**src/rtl/lsu_stage.sv**
```systemverilog
// RV32 load/store stage: one memory transaction per start over a req/ready handshake,
// with store lane alignment, byte-enable generation and load sign/zero extension.
module lsu_stage #(
    parameter int DATA_WIDTH = 32
) (
    input  logic                  clk,
    input  logic                  rst,
    input  logic                  en,
    input  logic                  start,
    input  logic                  is_store,
    input  logic [2:0]            funct3,
    input  logic [DATA_WIDTH-1:0] addr,
    input  logic [DATA_WIDTH-1:0] wdata,
    output logic                  busy,
    output logic                  done,
    output logic                  fault,
    output logic [DATA_WIDTH-1:0] rdata,
    output logic                  mem_req,
    output logic                  mem_we,
    output logic [DATA_WIDTH-1:0] mem_addr,
    output logic [3:0]            mem_be,
    output logic [DATA_WIDTH-1:0] mem_wdata,
    input  logic                  mem_ready,
    input  logic [DATA_WIDTH-1:0] mem_rdata
);

    typedef enum logic [1:0] {IDLE, REQ, RESP, ERR} state_t;

    state_t                state, state_nxt;
    logic                  store_q;
    logic [2:0]            f3_q;
    logic [1:0]            off_q;
    logic                  accept, illegal, misaligned;
    logic [3:0]            be_c;
    logic [DATA_WIDTH-1:0] wdata_c;
    logic [7:0]            byte_sel;
    logic [15:0]           half_sel;
    logic [DATA_WIDTH-1:0] load_fmt;

    assign accept = (state == IDLE) && en && start;

    // funct3[1:0] encodes access size (00 B, 01 H, 10 W); funct3[2] selects unsigned loads.
    assign illegal    = (funct3 == 3'b011) || (funct3[2:1] == 2'b11) || (is_store && funct3[2]);
    assign misaligned = ((funct3[1:0] == 2'b01) && addr[0]) ||
                        ((funct3[1:0] == 2'b10) && (addr[1:0] != 2'b00));

    always_comb begin
        // NOTE: every combinational output gets a default first so no latch is inferred.
        be_c    = 4'b1111;
        wdata_c = wdata;
        case (funct3[1:0])
            2'b00: begin
                be_c    = 4'b0001 << addr[1:0];
                wdata_c = {4{wdata[7:0]}};
            end
            2'b01: begin
                be_c    = addr[1] ? 4'b1100 : 4'b0011;
                wdata_c = {2{wdata[15:0]}};
            end
            default: ;
        endcase
    end

    assign byte_sel = mem_rdata[{off_q, 3'b000} +: 8];
    assign half_sel = off_q[1] ? mem_rdata[31:16] : mem_rdata[15:0];

    always_comb begin
        load_fmt = mem_rdata;
        case (f3_q[1:0])
            2'b00:   load_fmt = {{(DATA_WIDTH-8){~f3_q[2] & byte_sel[7]}}, byte_sel};
            2'b01:   load_fmt = {{(DATA_WIDTH-16){~f3_q[2] & half_sel[15]}}, half_sel};
            default: ;
        endcase
    end

    always_comb begin
        state_nxt = state;
        case (state)
            IDLE:    if (accept) state_nxt = (illegal || misaligned) ? ERR : REQ;
            REQ:     if (mem_ready) state_nxt = RESP;
            RESP:    state_nxt = IDLE;
            ERR:     state_nxt = IDLE;
            default: state_nxt = IDLE;
        endcase
    end

    // NOTE: sequential state uses non-blocking assignments so all registers update together.
    always_ff @(posedge clk or posedge rst) begin
        if (rst) begin
            state     <= IDLE;
            store_q   <= 1'b0;
            f3_q      <= 3'b000;
            off_q     <= 2'b00;
            mem_addr  <= '0;
            mem_be    <= 4'b0000;
            mem_wdata <= '0;
            rdata     <= '0;
        end else begin
            state <= state_nxt;
            if (accept) begin
                store_q   <= is_store;
                f3_q      <= funct3;
                off_q     <= addr[1:0];
                mem_addr  <= {addr[DATA_WIDTH-1:2], 2'b00};
                mem_be    <= be_c;
                mem_wdata <= wdata_c;
            end
            if ((state == REQ) && mem_ready && !store_q) rdata <= load_fmt;
        end
    end

    // Decoded straight from state so an asynchronous reset drops the request at once.
    assign mem_req = (state == REQ);
    assign mem_we  = mem_req && store_q;
    assign busy    = (state != IDLE);
    assign done    = (state == RESP) || (state == ERR);
    assign fault   = (state == ERR);

endmodule

```
**config.mk**
```make
export PLATFORM = sky130hd
export DESIGN_NAME = lsu_stage
export DESIGN_NICKNAME = d
export VERILOG_FILES = /design/src/rtl/lsu_stage.sv
export SDC_FILE = /design/constraint.sdc
export NUM_CORES = 1
export LEC_CHECK = 0
export CORE_ASPECT_RATIO = 0.8
export CORE_MARGIN = 1.5
export CORE_UTILIZATION = 46
export DETAILED_ROUTE_END_ITERATION = 16
export PLACE_DENSITY = 0.84
export SLEW_MARGIN = 20
export SYNTH_ARGS = -nofsm -noshare
export SYNTH_HDL_FRONTEND = slang
export SYNTH_SLANG_ARGS = --single-unit
```
**constraint.sdc**
```tcl
create_clock -name clk -period 7.33 [get_ports clk]
set_input_delay 1.8325 -clock clk [delete_from_list [all_inputs] [get_ports clk]]
set_output_delay 1.8325 -clock clk [all_outputs]
set_load 0.02 [all_outputs]
```
==> results of run 1 <==
[worst max-delay path, cell delays in order (launching register included)]
cell and delay (ps):
sky130_fd_sc_hd__dfrtp_1 460, sky130_fd_sc_hd__nor2b_1 270, sky130_fd_sc_hd__and2_1 170, sky130_fd_sc_hd__clkdlybuf4s50_1 630
[kinds of logic (layout without fill, tap and decap cells)]
| family | after synthesis | count (layout) | synth area share |
|---|---|---|---|
| other cells | 1 | 2 | 0.000779 |
| buf+inv | 42 | 233 | 0.0369 |
| compound gates | 102 | 102 | 0.133 |
| simple gates | 243 | 243 | 0.206 |
| flops | 106 | 106 | 0.551 |
| mux | 33 | 33 | 0.0715 |
[synth_stat cells (7+ instances only)]
| cell type | instances | area, µm² |
|---|---|---|
| sky130_fd_sc_hd__a21oi_1 | 25 | 125 |
| sky130_fd_sc_hd__a21oi_2 | 10 | 87.6 |
| sky130_fd_sc_hd__a222oi_1 | 8 | 80.1 |
| sky130_fd_sc_hd__clkbuf_1 | 26 | 97.6 |
| sky130_fd_sc_hd__dfrtp_1 | 106 | 2650 |
| sky130_fd_sc_hd__inv_1 | 7 | 26.3 |
| sky130_fd_sc_hd__mux2_2 | 7 | 78.8 |
| sky130_fd_sc_hd__mux2i_1 | 25 | 250 |
| sky130_fd_sc_hd__nand2_1 | 184 | 691 |
| sky130_fd_sc_hd__nand3b_1 | 8 | 60.1 |
| sky130_fd_sc_hd__nor2_1 | 34 | 128 |
| sky130_fd_sc_hd__o21ai_0 | 40 | 200 |
| sky130_fd_sc_hd__o21ai_1 | 8 | 40.0 |
[layout make-up]
cell class | instances | area, µm² | area share
tap | 140 | 175 | 0.0241
inverter | 7 | 28.8 | 0.00396
timing repair buffer | 211 | 2110 | 0.291
multi-input combinational | 380 | 2020 | 0.278
clock inverter | 2 | 12.5 | 0.00172
clock buffer | 13 | 260 | 0.0358
sequential | 106 | 2650 | 0.365
[registers in the layout, indices dropped and copies added, names as in the netlist]
| name | cells |
|---|---|
| mem_wdata | 32 |
| rdata | 32 |
| mem_addr | 30 |
| mem_be | 4 |
| f3_q | 3 |
| off_q | 2 |
| state | 2 |
| store_q | 1 |
[metal layers]
layer  vias up  GRT usage
li1       2116          -
met1      2129      0.311
met2       238      0.437
met3        24     0.0990
met4         0     0.0730
met5         -          0
[how the worst max path moves through the flow]
stage / from / endpoint / slack [ps]
after global routing: state[1] / mem_we / 3530
after floorplan: rst / f3_q[0] / 2710
final: state[1] / mem_we / 3620
after global placement: mem_rdata[15] / rdata[26] / 3710
after CTS: state[1] / mem_we / 3600
after detailed placement: funct3[0] / mem_wdata[15] / 3610
[power groups by stage]
stage | combinational (mW) | sequential [mW] | clock, mW
global placement | 1.10 | 0.941 | 0
CTS | 1.13 | 0.942 | 0.461
global route | 1.20 | 0.969 | 0.483
detailed placement | 1.12 | 0.949 | 0
floorplan | 0.336 | 1.16 | 0
finish | 1.12 | 0.943 | 0.452
[through the flow]
| step | instance area, µm² | std cells | util | worst slack, ps |
|---|---|---|---|---|
| 2_1_floorplan | 4820 | 528 | - | 2710 |
| 3_3_place_gp | 6970 | 843 | 0.683 | 3710 |
| 3_5_place_dp | 6970 | 843 | 0.683 | 3610 |
| 4_1_cts | 7240 | 858 | 0.710 | 3600 |
| 5_1_grt | 7260 | 859 | 0.712 | 3530 |
| 6_report | 7260 | 859 | 0.712 | 3620 |
==> impl_metrics.csv, run 1 <==
group,metric,value,unit
status,outcome,"completed",
route,detail_route.first_pass.iterations,6,
synthesis,netlist-cell-type-count,39,
sta,setup_tns,0,ps
die,vertical_die_dimension,94.5,µm
route,top_layer_used,"met4",
sta,maxClockFrequency,270,MHz
die,initial_core_util,0.472,
placed_design,place.gp.congestion,0.856,
sta,timing.final.crit_period,3710,ps
route,final_antenna_net_count,0,
grt,overflow,0,
sta,worst-slew-pin-transition,957,ps
finish,final_net_count,820,
placed_design,placement.io_buffers,207,
critical_path,crit-reg2reg-capture,"rdata[23]",
sta,setup_violations,0,
sta,worst_hold_slack,477,ps
synthesis,synth_area_per_cell,9.13,µm²
critical_path,worst_r2r_path_depth,4,
synthesis,netlist_area,4810,µm²
clock_tree,cts_made_buffers,9,
power_and_ir_drop,cellInternalPower,1.57,mW
synthesis,netlist_instances,527,
power_and_ir_drop,power.switching,0.943,mW
synthesis,synthFlopType,"sky130_fd_sc_hd__dfrtp_1",
critical_path,r2r-start,"off_q[1]",
route,routed_via_density,5.25,
route,wl_met2,6770,µm
sta,max_slew_margin,0.357,
finish,area_growth_syn_to_layout,50.8,%
die,ios,210,
finish,fill_count,760,
grt,grt_util_all_layers,0.258,
grt,antenna_found_initial,0,
power_and_ir_drop,total_leakage_power,3.20,nW
power_and_ir_drop,clock_power_share,0.180,
finish,layout-drive-gt1-share,0.0612,
worst_hold_path,worst_hold_depth,2,
clock_tree,cts_root_buf,"sky130_fd_sc_hd__clkbuf_16",
route,drt_iter0_markers,376,
clock_tree,clk_transition_reported_paths,70,ps
critical_path,crit_fanout,6,
die,die_w,117,µm
worst_hold_path,hold_endpoint,"mem_addr[14]",
sta,hold_viol,0,
die,core_region_area,10200,µm²
worst_hold_path,hp-start,"mem_addr[14]",
power_and_ir_drop,power.total,2.52,mW
route,remaining_drc_errors,0,
clock_tree,clock_tree.htree_level_count,3,
route,drt-wirelength-per-cell,16.5,µm
grt,global_route_wire_length_before_repair,22500,µm
power_and_ir_drop,switching_share,0.375,
route,postRouteWirelength,14200,µm
critical_path,category_of_the_worst_setup_path_capture_point,"primary output",
finish,insertedDiodeCount,0,
critical_path,worst_setup_path_start_kind,"flip-flop",
grt,grt_start_max_net_pins,93,
synthesis,yosysSeqAreaShare,0.551,
route,num_vias,4507,
power_and_ir_drop,seq_power_share,0.375,
route,met3_length,1560,µm
job,cap_viol_max_count,0,
clock_tree,clock_tree_from_tritoncts,"done",
clock_tree,clk_path_buf_depth,2,
synthesis,postSynthRegisterBits,106,
power_and_ir_drop,irDropWorstVdd,0.000229,V
worst_hold_path,hold_removal_path_class,"reg -> reg",
die,num_rows,33,
placed_design,detailed_place_hpwl,10200,µm
sta,worst_clock_skew,6.09,ps
sta,grt_setup_unrepaired,"no",
synthesis,count_of_synthesis_stage_warnings_from_yosys,0,
route,metal1_wirelength,5610,µm
power_and_ir_drop,combinationalPowerShare,0.445,
clock_tree,hold_buffer_count_at_cts,0,
clock_tree,cts_repair_resizes,0,
synthesis,synth_enable_flop_cells,0,
grt,via_count_of_the_first_global_routing_pass,4430,
clock_tree,cts.sinks,106,
synthesis,async_flop_share,1.00,
sta,timing.final.max_slew_violations,0,
critical_path,worst-setup-path-type,"reg -> out",
power_and_ir_drop,power.density,346,nW/µm²
finish,final_common_cell,"sky130_fd_sc_hd__clkdlybuf4s50_1",
critical_path,cp.arrival,1880,ps
critical_path,rrSetupSlack,5110,ps
finish,layout_common_cells,"207 x sky130_fd_sc_hd__clkdlybuf4s50_1, 184 x sky130_fd_sc_hd__nand2_1, 106 x sky130_fd_sc_hd__dfrtp_1",
sta,post-route-period-util,0.506,
die,die_area,11100,µm²
critical_path,data_required_critical_path,5500,ps
clock_tree,cts_post_setup_buffers_inserted,0,
clock_tree,clkLatencyLatePin,350,ps
Note: power is estimated with default switching activity, not from simulation.
==> run 2: changes to the inputs <==
CORE_UTILIZATION = 42   (was 46)
PLACE_DENSITY = 0.78   (was 0.84)
clock period = 3.7 ns   (was 7.33 ns; I/O delays follow)
==> impl_metrics.csv, run 2 (synthesis gave the netlist of run 1 again) <==
group,metric,value,unit
status,outcome,"completed",
clock_tree,clk_path_buf_depth,2,
route,num_vias,4542,
sta,grt_setup_unrepaired,"no",
finish,largestRegisters,"mem_wdata (32), rdata (32), mem_addr (30)",
critical_path,worst_r2r_path_depth,4,
die,vertical_die_dimension,98.8,µm
finish,final_net_count,823,
grt,overflow,0,
grt,use_met1,0.310,
clock_tree,cts.sinks,106,
sta,setup_violations,0,
clock_tree,cts_repair_resizes,0,
placed_design,detailed_place_hpwl,10600,µm
finish,area_growth_syn_to_layout,51.7,%
die,die_area,12100,µm²
clock_tree,cts_post_setup_buffers_inserted,0,
critical_path,worst-setup-path-type,"reg -> out",
route,final_antenna_net_count,0,
job,cap_viol_max_count,0,
power_and_ir_drop,clock_power_share,0.185,
grt,grt-busiest-layer,"met2",
clock_tree,cts_root_buf,"sky130_fd_sc_hd__clkbuf_16",
sta,max_slew_margin,0.368,
critical_path,crit_end,"mem_we",
clock_tree,cts_made_buffers,9,
sta,timing.final.crit_period,2830,ps
critical_path,crit_path_start,"state[1]",
critical_path,crit-reg2reg-capture,"rdata[22]",
grt,grt_util_all_layers,0.244,
finish,fill_count,862,
power_and_ir_drop,switching_share,0.381,
die,initial_core_util,0.437,
power_and_ir_drop,seq_power_share,0.374,
critical_path,r2r-start,"off_q[1]",
die,die_w,123,µm
clock_tree,clock_tree_from_tritoncts,"done",
power_and_ir_drop,combinationalPowerShare,0.441,
grt,grt_util_met3,0.0880,
worst_hold_path,worst_hold_depth,2,
grt,grt_start_max_net_pins,85,
clock_tree,clkLatencyLatePin,340,ps
finish,final_design_area_no_fill,7300,µm²
placed_design,placement.io_buffers,207,
critical_path,crit_fanout,6,
finish,layout.area.seq,2650,µm²
route,drt_iter0_markers,294,
sta,post-route-period-util,0.764,
placed_design,detailed_place.area,7020,µm²
power_and_ir_drop,cellInternalPower,3.11,mW
die,ios,210,
route,remaining_drc_errors,0,
grt,groute.layer.met2.usage,0.400,
finish,multi_input_area,2020,µm²
critical_path,worst_setup_path_start_kind,"flip-flop",
power_and_ir_drop,total_leakage_power,3.22,nW
grt,via_count_of_the_first_global_routing_pass,4579,
power_and_ir_drop,power.switching,1.91,mW
sta,hold_viol,0,
route,detail_route.first_pass.iterations,5,
sta,maxClockFrequency,354,MHz
finish,final_common_cell,"sky130_fd_sc_hd__clkdlybuf4s50_1",
sta,timing.final.max_slew_violations,0,
finish,layout_common_cells,"207 x sky130_fd_sc_hd__clkdlybuf4s50_1, 184 x sky130_fd_sc_hd__nand2_1, 106 x sky130_fd_sc_hd__dfrtp_1",
placed_design,place.gp.congestion,0.812,
route,routed_via_density,5.24,
clock_tree,clk_transition_reported_paths,70,ps
clock_tree,clock_tree.htree_level_count,3,
grt,antenna_found_initial,0,
worst_hold_path,hold_removal_path_class,"reg -> reg",
finish,layout-drive-gt1-share,0.0692,
critical_path,cp.arrival,1900,ps
power_and_ir_drop,irDropWorstVdd,0.000376,V
critical_path,rrSetupSlack,1520,ps
grt,global_route_wire_length_before_repair,23200,µm
sta,setup_tns,0,ps
critical_path,category_of_the_worst_setup_path_capture_point,"primary output",
clock_tree,hold_buffer_count_at_cts,0,
critical_path,data_required_critical_path,2770,ps
finish,insertedDiodeCount,0,
power_and_ir_drop,power.density,688,nW/µm²
sta,worst_clock_skew,4.76,ps
die,num_rows,34,
sta,worst-slew-pin-transition,947,ps
die,core_region_area,11000,µm²
route,drt-wirelength-per-cell,16.7,µm
route,postRouteWirelength,14400,µm
-- run 2: cell type report --
cell class                      count  share of cell area
Inverter                            7             0.00411
Multi-Input combinational cell    380               0.276
Tap cell                          144              0.0247
Clock inverter                      6             0.00651
Clock buffer                       10              0.0327
Timing Repair Buffer              214               0.293
Sequential cell                   106               0.363
-- run 2: how the worst min path moves through the flow --
stage | from | end | slack [ps]
floorplan | store_q | store_q | 470
global placement | mem_addr[22] | mem_addr[22] | 460
detailed placement | mem_addr[4] | mem_addr[4] | 460
CTS | mem_addr[4] | mem_addr[4] | 480
global route | mem_wdata[1] | mem_wdata[1] | 490
finish | mem_addr[4] | mem_addr[4] | 470
-- run 2: stage by stage --
stage	power [mW]	instances	hold WS, ps	util	setup slack [ps]
2_1_floorplan	2.96	528	474	-	1500
3_3_place_gp	4.06	851	457	0.637	952
3_5_place_dp	4.12	851	462	0.637	904
4_1_cts	5.06	867	481	0.663	854
5_1_grt	5.31	867	495	0.663	816
6_report	5.02	867	475	0.663	873
-- run 2: worst max-delay path: stages, from the launching register on --
cell                              delay [ps]
sky130_fd_sc_hd__dfrtp_1                 460
sky130_fd_sc_hd__nor2b_1                 300
sky130_fd_sc_hd__and2_1                  170
sky130_fd_sc_hd__clkdlybuf4s50_1         630
-- run 2: power by group through the flow --
stage | clock network (mW) | logic (mW) | registers [mW]
2_1_floorplan | 0 | 0.667 | 2.29
3_3_place_gp | 0 | 2.18 | 1.87
3_5_place_dp | 0 | 2.22 | 1.89
4_1_cts | 0.954 | 2.23 | 1.88
5_1_grt | 1.00 | 2.38 | 1.93
6_report | 0.931 | 2.22 | 1.88
-- run 2: per-layer routing --
layer	up-vias	wire [µm]
met5	-	0
met4	0	208
met3	21	1530
met2	211	6800
met1	2177	5910
li1	2133	-
